<file path="src/rtl/barrel_shifter_4bit.sv">
// -----------------------------------------------------------------------------
// barrel_shifter_4bit
//   Registered 4-bit barrel shifter with rotate, logical and arithmetic modes.
//   The shift is a two-level mux network: the first level shifts by 1 and the
//   second by 2, each controlled by one bit of shift_amt. The result, the
//   carry bit and the zero flag are registered one cycle after in_valid.
//
// Ports
//   clk        in   rising-edge clock
//   rst_n      in   asynchronous active-low reset
//   data_in    in   [WIDTH-1:0] operand
//   shift_amt  in   [1:0] shift distance 0..3
//   dir        in   0 = left (toward MSB), 1 = right (toward LSB)
//   mode       in   00 rotate, 01 logical, 10 arithmetic, 11 same as rotate
//   in_valid   in   qualifies the operand and controls this cycle
//   data_out   out  [WIDTH-1:0] registered result
//   carry_out  out  last bit moved past the edge
//   zero       out  data_out == 0
//   out_valid  out  in_valid delayed by one cycle
// -----------------------------------------------------------------------------
module barrel_shifter_4bit #(
   parameter int WIDTH = 4   // only 4 is supported
) (
   input  logic             clk,
   input  logic             rst_n,
   input  logic [WIDTH-1:0] data_in,
   input  logic [1:0]       shift_amt,
   input  logic             dir,
   input  logic [1:0]       mode,
   input  logic             in_valid,
   output logic [WIDTH-1:0] data_out,
   output logic             carry_out,
   output logic             zero,
   output logic             out_valid
);

   // Mode 11 is treated exactly like rotate, so rotate is "both mode bits equal".
   function automatic logic is_rotate(input logic [1:0] m);
      return (m[1] == m[0]);
   endfunction

   function automatic logic is_arith(input logic [1:0] m);
      return (m == 2'b10);
   endfunction

   // Shift by one position. Arithmetic left falls through to the zero fill,
   // which makes it identical to a logical left shift.
   function automatic logic [3:0] shift_by1(input logic [3:0] v,
                                            input logic       d,
                                            input logic [1:0] m);
      logic fill;
      if (d == 1'b0) begin
         fill = is_rotate(m) ? v[3] : 1'b0;
         return {v[2:0], fill};
      end else begin
         fill = is_rotate(m) ? v[0] : (is_arith(m) ? v[3] : 1'b0);
         return {fill, v[3:1]};
      end
   endfunction

   // Shift by two positions. After the first level the MSB still equals the
   // original sign bit for arithmetic right, so v[3] is the correct fill here.
   function automatic logic [3:0] shift_by2(input logic [3:0] v,
                                            input logic       d,
                                            input logic [1:0] m);
      logic [1:0] fill;
      if (d == 1'b0) begin
         fill = is_rotate(m) ? v[3:2] : 2'b00;
         return {v[1:0], fill};
      end else begin
         fill = is_rotate(m) ? v[1:0] : (is_arith(m) ? {2{v[3]}} : 2'b00);
         return {fill, v[3:2]};
      end
   endfunction

   logic [3:0] lvl1;
   logic [3:0] lvl2;
   logic       carry_d;

   logic [WIDTH-1:0] data_q,  data_d;
   logic             carry_q;
   logic             zero_q,  zero_d;
   logic             valid_q;

   always_comb begin
      lvl1 = shift_amt[0] ? shift_by1(data_in, dir, mode) : data_in;
      lvl2 = shift_amt[1] ? shift_by2(lvl1, dir, mode)    : lvl1;
   end

   // Carry is the last bit moved past the edge; it depends only on the
   // distance and direction, so rotate reports the same bit as a shift.
   always_comb begin
      carry_d = 1'b0;
      unique case (shift_amt)
         2'd0: carry_d = 1'b0;
         2'd1: carry_d = dir ? data_in[0] : data_in[3];
         2'd2: carry_d = dir ? data_in[1] : data_in[2];
         2'd3: carry_d = dir ? data_in[2] : data_in[1];
         default: carry_d = 1'b0;
      endcase
   end

   always_comb begin
      data_d = lvl2;
      zero_d = (lvl2 == 4'b0000);
   end

   always_ff @(posedge clk or negedge rst_n) begin
      if (!rst_n) begin
         data_q  <= '0;
         carry_q <= 1'b0;
         zero_q  <= 1'b1;
         valid_q <= 1'b0;
      end else begin
         valid_q <= in_valid;
         if (in_valid) begin
            data_q  <= data_d;
            carry_q <= carry_d;
            zero_q  <= zero_d;
         end
      end
   end

   assign data_out  = data_q;
   assign carry_out = carry_q;
   assign zero      = zero_q;
   assign out_valid = valid_q;

endmodule

</file>
<file path="config.mk">
export PLATFORM = sky130hd
export DESIGN_NAME = barrel_shifter_4bit
export DESIGN_NICKNAME = d
export VERILOG_FILES = /design/src/rtl/barrel_shifter_4bit.sv
export SDC_FILE = /design/constraint.sdc
export NUM_CORES = 1
export LEC_CHECK = 0
export ABC_AREA = 1
export CAP_MARGIN = 30
export CELL_PAD_IN_SITES_DETAIL_PLACEMENT = 1
export CELL_PAD_IN_SITES_GLOBAL_PLACEMENT = 1
export CORE_MARGIN = 2
export CORE_UTILIZATION = 30
export DETAILED_ROUTE_END_ITERATION = 6
export PLACE_DENSITY_LB_ADDON = 0.1
export SYNTH_ARGS = -nofsm -noshare
export SYNTH_HDL_FRONTEND = slang
export SYNTH_SLANG_ARGS = --single-unit
</file>
<file path="constraint.sdc">
create_clock -name clk -period 2 [get_ports clk]
set_input_delay 0.4 -clock clk [delete_from_list [all_inputs] [get_ports clk]]
set_output_delay 0.4 -clock clk [all_outputs]
set_load 0.02 [all_outputs]
</file>
After elaboration in Yosys (flattened, before gate mapping)
Cells that the tools add are included.
Widths: inputs -> output; s select.
{ "totals": {"ff_bits": 7, "output_inout_bits": 7, "elab_cells": 25} }
{ "op_classes": {"eq_ne": 5, "n_mux": 14, "n_reduce_logical": 2} }
{ "op_table": {"columns": ["operator", "count"], "rows": [
  ["$mux 4", 4],
  ["$eq 2x2->1 const B", 3],
  ["$mux 1", 6],
  ["$mux 2", 3],
  ["$logic_not 4->1", 1],
  ["$pmux 1 s4", 1],
  ["$eq 2x1->1 const B", 1],
  ["$logic_not 2->1", 1],
  ["$eq 1x1->1", 1]
]} }

Depth between registers and ports, before layout
{ "depth": {"depth_word": 10, "mapped_depth": 14} }

Worst setup path before layout
OpenSTA, ideal clock, no wires.
{ "synth_path": {"path_kind": "input port to flip-flop", "from": "input port mode[0]", "to": "register data_q[3] (netlist: data_out[3])", "setup_time_ns": 0.128, "t_arrival_ns": 1.344, "required_time_ns": 1.872, "slack_ns": 0.529, "path_stages": 11, "path_cell_list": "inv_1 -> ha_1 -> inv_1 -> nand2_1 -> nand2_1 -> nand2_1 -> nand2_2 -> nand3_2 -> nand2_2 -> a21oi_1 -> o21ai_0"} }
{ "synth_between": {"elab_chain_cells": 9, "elab_cells_between_ends": 10, "cone_classes": "eq/ne: 2; mux: 8"} }
{ "synth_lines": {"columns": ["element", "line", "text"], "rows": [
  ["start, declared", "29", "input logic [1:0] mode,"],
  ["$eq 2x2->1", "43", "return (m == 2'b10);"],
  ["$mux 1 (2 in a row)", "56", "fill = is_rotate(m) ? v[0] : (is_arith(m) ? v[3] : 1'b0);"],
  ["$mux 4", "52", "if (d == 1'b0) begin"],
  ["$mux 4", "86", "lvl1 = shift_amt[0] ? shift_by1(data_in, dir, mode) : data_in;"],
  ["$mux 2 (2 in a row)", "71", "fill = is_rotate(m) ? v[1:0] : (is_arith(m) ? {2{v[3]}} : 2'b00);"],
  ["$mux 4", "67", "if (d == 1'b0) begin"],
  ["$mux 4 (*)", "87", "lvl2 = shift_amt[1] ? shift_by2(lvl1, dir, mode) : lvl1;"],
  ["end signal, assigned", "117", "data_q <= data_d;"],
  ["end, declared", "80", "logic [WIDTH-1:0] data_q, data_d;"]
]} }
Every way passes the cells marked *; elsewhere a longest branch is shown, timed or not.
A chain may end at the register's enable or synchronous reset.

Worst setup path after layout
{ "layout_path": {"from": "register zero_q (netlist: zero)", "to": "output port zero"} }
{ "layout_lines": {"columns": ["element", "line", "text"], "rows": [
  ["start, declared", "82", "logic zero_q, zero_d;"],
  ["start signal, assigned", "119", "zero_q <= zero_d;"],
  ["end, declared", "33", "output logic zero,"]
]} }
No word-level cell between the ends.

==> impl_results.md <==
* Status: finished clean
* Clock Skew at 0 ns
* Vias in the first global route at 556
* Post-route cell area at 766 um2
* Slew @ Worst Pin at 0.342 ns
* CP Data Required Time at 1.60 ns
* CTS tree: built
* Drt wl/cell at 12.8 um
* Synth warn at 0
* Max-slew headroom at 0.771
* Final Setup Violations at 0
* Critical path, cell by cell: clkdlybuf4s50_1
* HP Class: in2async
* Setup crit end kind: primary output
* Hold_ws at 0.409 ns
* H-tree depth at 1
* Congestion Overflow GR at 0
* Synthesized flop and latch total at 7
* Io pins at 19
* Filler cell count at 230
* CTS sink cnt at 7
* CTS Buffer Depth at 2
* Synth cell types at 18
* Die Height at 45.8 um
* Gate count after technology mapping at 79
* Worst path buffer plus inverter count at 1
* Pin count of the biggest net entering global routing at 9
* Row count at 15
* Hold buffers post-CTS at 0
* Critical path's largest stage delay at 0.60 ns
* TritonCTS Buffers at 3
* Final Critical Period at 1.79 ns
* Ant diodes at 0
* FMAX at 560 MHz
* Final period util at 0.893
* Avg Synthesized Cell Area at 6.62 um2
* Max Fanout on Critical Path at 2
* Synth-to-layout area growth at 46.4%
* Final Hold Viols at 0
* RD Place Congestion at 0.790
* Layout cells sized above 1 at 0.165
* Total GRT Usage at 0.164
* Fin. max-slew vios at 0
* Post-layout util at 0.453
* Root buf cell: clkbuf_4
* Syn Nets at 92
* Worst skew pair latency at 0.26 ns
* Unrepaired setup endpoints after global routing: no
* Clock transition at path regs at 0.06 ns
* Synth Cell Area at 523 um2
* Multi-input gate area at 309 um2
* Placed insts at 116
* CP max stage cell: clkdlybuf4s50_1
* Max Cap Viol at 0
* Setup CP Type: reg2out
* Pwr dens at 619 nW/um2
* Die Area at 2090 um2
* DRC at 0
* Total number of vias at 629
* Initial antenna violation count at 0
* Startpoint Class: flip-flop
* Port bufs at 18
* Critical path arrival at 1.39 ns
* Worst ir drop on vdd at 314 uV
* DR pass1 iterations at 4
* Final WL at 1530 um
* Post-route ant nets at 0
* Via density at 5.24
* Global-route wire length before repair at 2430 um
* Leakage at 0.000374 uW
* Post-CTS Setup Repair Bufs at 0
* Chip Width at 45.8 um
* Post-Place Cell Area at 739 um2
* Post-CTS resize count at 0
* Dpl hpwl at 1240 um
* Final Power at 474 uW
* Starting Density at 0.310
* Final Non-Filler Cells at 120
* Final #Nets at 117
* First DRT Iteration DRCs at 5
* Critical path's top delay family: buffers and inverters
* Core area at 1690 um2
* Sequential area share after synthesis at 0.337
* Register area at 176 um2
## placed cells by master (no fill, tap or decap)
master and n:
ha_1 1, nand3_1 8, nand3_2 2, clkbuf_1 1
clkdlybuf4s50_1 18, inv_1 7, a21boi_0 1, nand4_1 2
or2_2 3, buf_4 2, dfstp_2 1, nand2_2 3
clkbuf_4 3, nor2_1 4, a21oi_2 1, dfrtp_1 6
clkinv_1 1, inv_2 2, a21oi_1 7, a31oi_1 1
o21ai_0 4, nand2_1 25
## per-layer routing
metal  vias to the layer above  part of all wire  global-route usage
met3                         2             0.054              0.0595
met1                       298              0.46               0.215
met5                         -                 0                   0
li1                        305                 -                   -
met2                        24              0.48               0.259
met4                         0            0.0039              0.0343
## through the flow
step | TNS [ns] | setup slack [ns]
2_1_floorplan | 0 | 0.529
3_3_place_gp | -0.0716 | -0.0476
3_5_place_dp | -0.172 | -0.0721
4_1_cts | 0 | 0.197
5_1_grt | 0 | 0.000419
6_report | 0 | 0.214
## registers in the layout (all words and copies together), names as in the netlist
name,count
carry_out,1
data_out,4
out_valid,1
zero,1
## cells by family (layout without fill, tap and decap cells)
logic type / after synthesis / after routing / share of synthesized area
buf+inv: 10 / 34 / 0.0718
fa+ha+maj: 1 / 1 / 0.0239
simple gates: 47 / 47 / 0.419
compound gates: 14 / 14 / 0.148
flops: 7 / 7 / 0.337
## worst paths after layout
check	depth (start not counted)	startpoint	slack (ns)	to
hold reg to reg	2	zero$_DFFE_PN1P_	0.48	zero$_DFFE_PN1P_
setup / recovery	1	zero$_DFFE_PN1P_	0.21	zero
setup reg to reg	2	zero$_DFFE_PN1P_	1.29	zero$_DFFE_PN1P_
min in group clk	2	zero$_DFFE_PN1P_	0.48	zero$_DFFE_PN1P_
max in group asynchronous	1	rst_n	1.29	zero$_DFFE_PN1P_
hold / removal	1	rst_n	0.41	data_out[0]$_DFFE_PN0P_
## synth_stat cells
cell	instances	area, um2
dfstp_2	1	26.3
inv_2	2	7.51
or2_2	3	18.8
o21ai_0	4	20.0
ha_1	1	12.5
a31oi_1	1	6.26
nor2_1	4	15.0
a21boi_0	1	7.51
clkinv_1	1	3.75
nand2_1	25	93.8
a21oi_1	7	35.0
dfrtp_1	6	150
a21oi_2	1	8.76
nand2_2	3	18.8
nand4_1	2	12.5
inv_1	7	26.3
nand3_2	2	20.0
nand3_1	8	40.0
## report_power, final
| part | internal (uW) | switching [uW] |
|---|---|---|
| Sequential | 159 | 7.71 |
| Clock | 76.5 | 56.9 |
| Combinational | 79.7 | 93.7 |
| Total | 315 | 158 |
## layout make-up
class                      count  area share
clock buffer                   4      0.0343
inverter                      10      0.0490
multi-input combinational     62       0.404
sequential                     7       0.230
tap                           17      0.0278
timing repair buffer          20       0.255
No activity file was read; power rests on OpenSTA's default activity.
